## config.mk

```make
export PLATFORM = sky130hd
export DESIGN_NAME = vector_writeback
export DESIGN_NICKNAME = d
export VERILOG_FILES = /design/src/rtl/vector_writeback.sv
export SDC_FILE = /design/constraint.sdc
export NUM_CORES = 1
export LEC_CHECK = 0
export ABC_AREA = 1
export CORE_UTILIZATION = 38
export CTS_BUF_LIST = sky130_fd_sc_hd__clkbuf_2 sky130_fd_sc_hd__clkbuf_4 sky130_fd_sc_hd__clkbuf_8
export DETAILED_ROUTE_END_ITERATION = 7
export PLACE_DENSITY = 0.71
export SLEW_MARGIN = 20
export SYNTH_ARGS = -nofsm -noshare
export SYNTH_HDL_FRONTEND = slang
export SYNTH_SLANG_ARGS = --single-unit
```

## constraint.sdc

```tcl
create_clock -name clk -period 2.9 [get_ports clk]
set_input_delay 0.58 -clock clk [delete_from_list [all_inputs] [get_ports clk]]
set_output_delay 0.58 -clock clk [all_outputs]
set_load 0.005 [all_outputs]
```

## src/rtl/vector_writeback.sv

```systemverilog
// Destination-side write sequencer for vector functional units: waits the unit latency,
// then streams one result per clock into elements 0..VL-1 and publishes a chain count.
module vector_writeback #(
  parameter int unsigned DATA_W = 64,
  parameter int unsigned VL_W   = 7,
  parameter int unsigned LAT_W  = 4
) (
  input  logic              clk,
  input  logic              rst,
  input  logic              i_start,
  input  logic [VL_W-1:0]   i_vl,
  input  logic [2:0]        i_i,
  input  logic [LAT_W-1:0]  i_latency,
  input  logic [DATA_W-1:0] i_result,
  output logic              o_wr_en,
  output logic [2:0]        o_wr_sel,
  output logic [5:0]        o_wr_addr,
  output logic [DATA_W-1:0] o_wr_data,
  output logic [VL_W-1:0]   o_count,
  output logic              o_busy,
  output logic              o_done,
  output logic              o_overrun
);

  localparam int unsigned ELEM_W = 7;
  localparam logic [ELEM_W-1:0] VL_MAX = ELEM_W'(64);

  typedef enum logic [1:0] {S_IDLE, S_WAIT, S_WRITE} state_t;

  state_t              r_state, w_state_nxt;
  logic [LAT_W-1:0]    r_cnt, w_cnt_nxt;
  logic [ELEM_W-1:0]   r_elem, w_elem_nxt;
  logic [ELEM_W-1:0]   r_vl, w_vl_nxt;
  logic                w_wr_en_nxt;
  logic [2:0]          w_sel_nxt;
  logic [5:0]          w_addr_nxt;
  logic [DATA_W-1:0]   w_data_nxt;
  logic [VL_W-1:0]     w_count_nxt;
  logic                w_busy_nxt;
  logic                w_done_nxt;
  logic                w_overrun_nxt;
  logic [ELEM_W-1:0]   w_vl_clamp;
  logic [LAT_W-1:0]    w_lat;

  // Issue-time operand conditioning: vl saturates at 64, latency 0 acts as 1
  always_comb begin
    w_vl_clamp = (i_vl > VL_W'(VL_MAX)) ? VL_MAX : ELEM_W'(i_vl);
    w_lat      = (i_latency == '0) ? LAT_W'(1) : i_latency;
  end

  always_comb begin
    w_state_nxt   = r_state;
    w_cnt_nxt     = r_cnt;
    w_elem_nxt    = r_elem;
    w_vl_nxt      = r_vl;
    w_wr_en_nxt   = 1'b0;
    w_sel_nxt     = o_wr_sel;
    w_addr_nxt    = o_wr_addr;
    w_data_nxt    = o_wr_data;
    w_count_nxt   = o_count;
    w_done_nxt    = 1'b0;
    w_overrun_nxt = o_overrun;

    case (r_state)
      S_IDLE: begin
        // A write still showing on the outputs means the previous op just finished
        w_done_nxt = o_wr_en;
        if (i_start) begin
          w_sel_nxt   = i_i;
          w_count_nxt = '0;
          w_elem_nxt  = '0;
          w_vl_nxt    = w_vl_clamp;
          if (w_vl_clamp == '0) begin
            w_done_nxt = 1'b1;
          end else if (w_lat == LAT_W'(1)) begin
            w_state_nxt = S_WRITE;
          end else begin
            w_state_nxt = S_WAIT;
            w_cnt_nxt   = w_lat - LAT_W'(1);
          end
        end
      end
      S_WAIT: begin
        if (i_start) w_overrun_nxt = 1'b1;
        w_cnt_nxt = r_cnt - LAT_W'(1);
        if (r_cnt == LAT_W'(1)) w_state_nxt = S_WRITE;
      end
      S_WRITE: begin
        if (i_start) w_overrun_nxt = 1'b1;
        w_wr_en_nxt = 1'b1;
        w_data_nxt  = i_result;
        w_addr_nxt  = r_elem[5:0];
        w_elem_nxt  = r_elem + ELEM_W'(1);
        w_count_nxt = o_count + VL_W'(1);
        if (r_elem == r_vl - ELEM_W'(1)) w_state_nxt = S_IDLE;
      end
      default: w_state_nxt = S_IDLE;
    endcase

    w_busy_nxt = (w_state_nxt != S_IDLE) | w_wr_en_nxt;
  end

  always_ff @(posedge clk) begin
    if (rst) begin
      r_state   <= S_IDLE;
      r_cnt     <= '0;
      r_elem    <= '0;
      r_vl      <= '0;
      o_wr_en   <= 1'b0;
      o_wr_sel  <= '0;
      o_wr_addr <= '0;
      o_wr_data <= '0;
      o_count   <= '0;
      o_busy    <= 1'b0;
      o_done    <= 1'b0;
      o_overrun <= 1'b0;
    end else begin
      r_state   <= w_state_nxt;
      r_cnt     <= w_cnt_nxt;
      r_elem    <= w_elem_nxt;
      r_vl      <= w_vl_nxt;
      o_wr_en   <= w_wr_en_nxt;
      o_wr_sel  <= w_sel_nxt;
      o_wr_addr <= w_addr_nxt;
      o_wr_data <= w_data_nxt;
      o_count   <= w_count_nxt;
      o_busy    <= w_busy_nxt;
      o_done    <= w_done_nxt;
      o_overrun <= w_overrun_nxt;
    end
  end

endmodule

```

==> qor.yml <==
setup_path:
  path_buf_inv: 4
  critical_path.cell_chain: "clkdlybuf4s50_1 > inv_1 > a31oi_1 > inv_1 > ha_1 > nand3_1 > nand3_1 > nand2_1 > o21ai_0 > inv_1 > nand2_1 > o21ai_0 > nor2_1"
  max_stage_delay_ns: 0.52
  reg2reg_depth: 10
  worst_setup_path_endpoint: "r_cnt[3]"
  reg2reg_from: "r_state[0]"
  crit-reg2reg-capture: "o_count[6]"
  critical_path.endpoint_type: "flop"
  worst-r2r-setup-slack_ns: 0.71
  data_arrival_at_the_endpoint_of_the_critical_path_ns: 2.56
  path_common_cell: "inv_1"
  critical_path_class: "input pin to flop"
  timing.critical_path.required_ns: 3.17
  timing.critical_path.slowest_stage_cell: "clkdlybuf4s50_1"
  critPathTopFamily: "buffers and inverters"
  crit_cells: 13
  worstPathMaxFanout: 5
  setup.worst_path.start_class: "input pin"
  setup.worst_path.start: "i_latency[2]"
die:
  placement_rows: 38
  design.portCount: 165
  dieArea_um2: 11700
  initial_core_util_pct: 39.2
  die_height_um: 108
  fp.dieW_um: 108
  core_region_area_um2: 10900
cts:
  cts_tree: "built"
  post_cts_buffers: 0
  clock_path_buffers: 2
  ctsHoldBuffers: 0
  cts.sink_count: 104
  clk_latency_ns: 0.38
  ctsRootBufferMaster: "clkbuf_8"
  cts_made_buffers: 9
  htree_num_levels: 3
  post_cts_resize_count: 0
  worst_setup_hold_path_clk_slew_ns: 0.09
sta:
  finalWorstPathRequiredPeriod_ns: 2.29
  setup_skew_ns: 0.00444
  tightestPinTransition_ns: 0.786
  timing_max_transition_violations_final: 0
  final_min_period_over_clock_period_pct: 78.8
  report.final.setup_viol: 0
  setup_tns_ns: 0
  rsz0062_at_grt: "false"
  hold_violation_count_in_the_final_report: 0
  fmax_mhz: 437
  worst_slew_slack_as_a_fraction_of_its_limit_pct: 47.2
detailed_routing:
  dr.first_iter.drc_count: 226
  drt-wirelength-per-cell_um: 13.5
  detail_route.first_pass.iterations: 5
  finalWirelength_mm: 11.7
  drt-vias-per-instance: 4.91
  antenna_left: 0
  route.detailed.drc: 0
  routed-via-count: 4273
logic_synthesis:
  synthesis.area_per_instance_um2: 7.46
  synth.area.top_cells: "dfxtp_1, nor2_1, o21ai_0, nand2_1, inv_1"
  syn_nets: 667
  postSynthCellCount: 575
  yosys_warnings: 0
  synth_seq_cells: 104
  post-synth-top-area-fraction_pct: 48.6
  synth_top_cell_by_area: "dfxtp_1"
  postSynth.topFlopCell: "dfxtp_1"
  synth.yosys.seq_area_share_pct: 48.6
  yosys.cell_types.count: 35
  syn_area_um2: 4290
  synth-async-reset-ratio_pct: 0
  synth-edff-count: 0
global_route:
  globalRoute.totalOverflow: 0
  number_of_global_route_vias_before_repair: 4091
  antenna_found_initial: 0
  grt.met3_usage_pct: 8.98
  global_route.usage.met2_pct: 35.0
  grt_util_met1_pct: 23.2
  grt-busiest-layer: "met2"
  grt_first_pass_wirelength_mm: 19.1
  grt_max_degree: 51
  grt_use_total_pct: 21.1
placed_design:
  buffer_ports.inserted: 164
  post-dp-hpwl_mm: 8.59
  gp_congestion: 0.808
power:
  power.ir.vdd_worst_v: 0.000316
  power.leakage_uw: 0.00261
  power_uw: 3330
  p_per_area_nw_per_um2: 538
layout:
  mostFrequentLayoutCells: "clkdlybuf4s50_1, nor2_1, dfxtp_1"
  fin_nets: 819
  layout_cells_sized_above_1_pct: 4.93
  layout-area-overhead-vs-synth_pct: 44.5
  antennaDiodeCount: 0
  mostFrequentLayoutCell: "clkdlybuf4s50_1"
status:
  run_status: "complete, no violations"
hold_path:
  hold_class: "flop to flop"
  whs_path_depth: 2
run:
  max-cap-violations: 0
[kinds of logic after synthesis]
logic type | synth area share (%)
flops | 48.6
xor+xnor | 1.23
buf+inv | 6.54
simple gates | 25.2
compound gates | 15.3
fa+ha+maj | 3.21
[metal layers]
layer,wire [um],vias up
li1,-,2159
met5,0,-
met2,5650,127
met1,4820,1966
met3,997,21
met4,282,0
[final cells by class]
type / count / area (um2)
Fill cell: 1013 / 4740
Clock buffer: 10 / 138
Sequential cell: 104 / 2080
Tap cell: 140 / 175
Inverter: 42 / 160
Timing Repair Buffer: 169 / 1690
Clock inverter: 4 / 22.5
Multi-Input combinational cell: 401 / 1930
[state kept, by name (all words and copies together), names as in the netlist]
name / cells
o_wr_data: 64
o_count: 7
r_elem: 7
r_vl: 7
o_wr_addr: 6
r_cnt: 4
o_wr_sel: 3
r_state: 2
o_busy: 1
o_done: 1
o_overrun: 1
o_wr_en: 1
[cells in the mapped netlist, types with 3 or more instances]
| cell type | count |
|---|---|
| inv_1 | 39 |
| nand2_1 | 57 |
| buf_1 | 4 |
| o21ai_0 | 90 |
| ha_1 | 11 |
| xnor2_1 | 3 |
| o22ai_1 | 4 |
| nor2_1 | 155 |
| clkbuf_1 | 19 |
| nor2_2 | 3 |
| xor2_1 | 3 |
| a21oi_1 | 21 |
| dfxtp_1 | 104 |
| a211oi_1 | 3 |
| nor3_1 | 11 |
| nand3_1 | 23 |
[power by group]
group          leakage, uW  switching, uW  internal (uW)  total [uW]
clock            0.0000838            486            322         808
combinational      0.00168            407            451         858
sequential        0.000849           86.0           1580        1670
[tightest hold or removal path, delay by kind of cell (launching register included)]
family | cells | cell delay [ns]
DFF | 1 | 0.32
buffers and inverters | 1 | 0.06
AOI/OAI and AO/OA | 1 | 0.06
[metrics by stage]
| step | util, % | area [um2] | setup slack [ns] | hold WS [ns] | instances |
|---|---|---|---|---|---|
| after global routing | 56.7 | 6200 | 0.410 | 0.516 | 870 |
| final | 56.7 | 6200 | 0.614 | 0.482 | 870 |
| after global placement | 55.2 | 6040 | 0.371 | 0.460 | 856 |
| after detailed placement | 55.2 | 6040 | 0.225 | 0.467 | 856 |
| after floorplan | - | 4290 | 1.03 | 0.444 | 575 |
| after CTS | 56.7 | 6200 | 0.644 | 0.485 | 870 |
[worst min-delay path by stage]
stage / startpoint / end / slack (ns)
6_report: r_vl[6] / r_vl[6] / 0.48
5_1_grt: r_vl[6] / r_vl[6] / 0.52
4_1_cts: r_vl[6] / r_vl[6] / 0.48
3_5_place_dp: o_overrun / o_overrun / 0.47
3_3_place_gp: r_vl[6] / r_vl[6] / 0.46
2_1_floorplan: r_vl[6] / r_vl[6] / 0.44
(Power assumes the default switching activity.)
==> patch, RTL diff (same flow settings) <==
The parameter `VL_W` goes from 7 to 14.
--- a/src/rtl/vector_writeback.sv
+++ b/src/rtl/vector_writeback.sv
@@ -3,5 +3,5 @@
 module vector_writeback #(
   parameter int unsigned DATA_W = 64,
-  parameter int unsigned VL_W   = 7,
+  parameter int unsigned VL_W   = 14,
   parameter int unsigned LAT_W  = 4
 ) (
Ports: changed (resized i_vl and o_count); port bits go from 165 to 179. No check against the original RTL was run, so the function may have changed too.
==> patch against the original RTL <==
The flow now finishes with violations (DRC); combinational power down 11%; total power up 0.60%; synthesized area up 6.9%; global-route usage down 0.19 points; worst setup slack worse by 0.063 ns; design area up 6.9%; wire length up 7.1%; sequential cell count up 7; die area up 6.7%.
==> patch: results (changes against the original RTL) <==
The flow ran to the end, but the final reports show violations. The final reports fail on DRC. The actual transition at the worst max-transition pin works out to 0.735 ns (was 0.786 ns). For the post-layout instance count excluding filler cells, the log shows 930 (was 870).

The family of cells with the greatest summed delay on the critical path was simple AND/OR/NAND/NOR gates (was buffers and inverters). The logs give 48.5% (was 48.6%) for the sequential area share after synthesis and 7 (was 0) for the DRC violations left. The reg2reg setup slack was 0.55 ns (was 0.71 ns). The leakage power of the design came out at 0.00279 uW (was 0.00261 uW). The placed instance area was 6450 um2 (was 6040 um2); the weighted congestion reported at the end of routability-driven placement was 0.887 (was 0.808). The number of instances in the synthesized netlist was 618 (was 575); the total global-route track usage was 20.9% (was 21.1%). The CTS buffer count was 9 (unchanged).

The tools report the worst reg2reg path endpoint as o_count[13] (was o_count[6]). The logs give 21000 um (was 19100 um) for the wire length of the first global-routing pass and 82 (was 51) for the maximum number of pins on one net before global-route repair. The main flop type after synthesis was sky130_fd_sc_hd__dfxtp_1 (unchanged). The cell total after placement is 915 (was 856), and the maximum ir drop on the vdd rail is 0.486 mV (was 0.316 mV). The worst-case hold path end point is o_count[8] (was r_vl[6]). The tools report the worst slack after detailed placement as 0.343 ns (was 0.225 ns). The tools report the synthesized netlist net count as 717 (was 667). The final routed wire length divided by cell count came out at 13.5 um (about the same). Leading post-synthesis cells by instance count: 165 x sky130_fd_sc_hd__nor2_1, 111 x sky130_fd_sc_hd__dfxtp_1, 81 x sky130_fd_sc_hd__o21ai_0 (was 155 x sky130_fd_sc_hd__nor2_1, 104 x sky130_fd_sc_hd__dfxtp_1, 90 x sky130_fd_sc_hd__o21ai_0).

The tools report the net total in the final layout as 882 (was 819). The number of port buffers is 178 (was 164). The number of unique standard cell types used by synthesis is 32 (was 35).

The iteration-0 DRC count of the detailed router is 235 (was 226). Biggest area contributors in the synthesized netlist: sky130_fd_sc_hd__dfxtp_1 48%, sky130_fd_sc_hd__nor2_1 14%, sky130_fd_sc_hd__o21ai_0 8.8% (was sky130_fd_sc_hd__dfxtp_1 49%, sky130_fd_sc_hd__nor2_1 14%, sky130_fd_sc_hd__o21ai_0 11%). The number of detailed-routing iterations run before antenna repair came out at 6 (was 5). The beginning of the worst hold path was o_count[8] (was r_vl[6]). The number of antenna repair diodes came out at 0 (unchanged). The via density per instance is 4.89 (was 4.91).

The critical-path maximum fanout was 11 (was 5); the layout cell share with drive strength beyond 1 was 3.94% (was 4.93%). The via count of the first global-routing pass was 4564 (was 4091); the detailed placer's ending HPWL was 8790 um (was 8590 um). The standard cell with the maximum stage delay on the critical path was sky130_fd_sc_hd__o21ai_2 (was sky130_fd_sc_hd__clkdlybuf4s50_1). The stage delay of the slowest cell on the critical path came out at 0.47 ns (was 0.52 ns). The run gives 2.62 ns (was 2.56 ns) as the worst endpoint data arrival time.
==> patch: where the power goes <==
| part | internal, uW | total (uW) | switching, uW |
|---|---|---|---|
| combinational | 408 | 763 | 355 |
| sequential | 1660 | 1740 | 75.3 |
| clock | 350 | 855 | 506 |
| total | 2420 | 3350 | 936 |
==> patch: how the worst max path moves through the flow <==
stage               depth (start not counted)           to  startpoint  slack [ns]
floorplan                                  12  o_count[12]  r_state[0]        1.06
global placement                           10  o_count[13]     i_start        0.39
detailed placement                         10  o_count[13]     i_start        0.34
CTS                                        10  o_count[13]  r_state[0]        0.54
global route                               10  o_count[13]  r_state[0]        0.31
finish                                     10  o_count[13]  r_state[0]        0.55
==> patch: cell families (layout without fill, tap and decap cells) <==
kind of cell,after synthesis,in the layout,synth area share [%]
buf+inv,77,246,6.58
simple gates,286,286,25.8
xor+xnor,10,10,1.91
fa+ha+maj,11,11,3.00
flops,111,111,48.5
compound gates,123,123,14.2
==> patch: stage by stage <==
stage	hold WS, ns	util (%)
global route	0.500	57.3
finish	0.472	57.3
floorplan	0.450	-
detailed placement	0.461	55.8
global placement	0.456	55.8
CTS	0.479	57.3
==> patch: cell type report <==
class                           instances  area (um2)
Clock buffer                           12         153
Fill cell                            1056        4940
Tap cell                              143         179
Clock inverter                          3        20.0
Inverter                               50         188
Sequential cell                       111        2220
Multi-Input combinational cell        430        2060
Timing Repair Buffer                  181        1800
==> patch: routing by layer <==
layer	up-vias	part of all wire (%)	GRT usage, %
met5	-	0	0
met4	0	2.5	9.28
met3	23	9.3	8.71
met2	167	46	34.5
met1	2035	42	23.4
li1	2322	-	-
==> patch: tightest hold or removal path, cell delays in order, from the launching register on <==
cell and delay [ns]:
sky130_fd_sc_hd__dfxtp_1 0.33, sky130_fd_sc_hd__inv_1 0.05, sky130_fd_sc_hd__a21oi_1 0.05
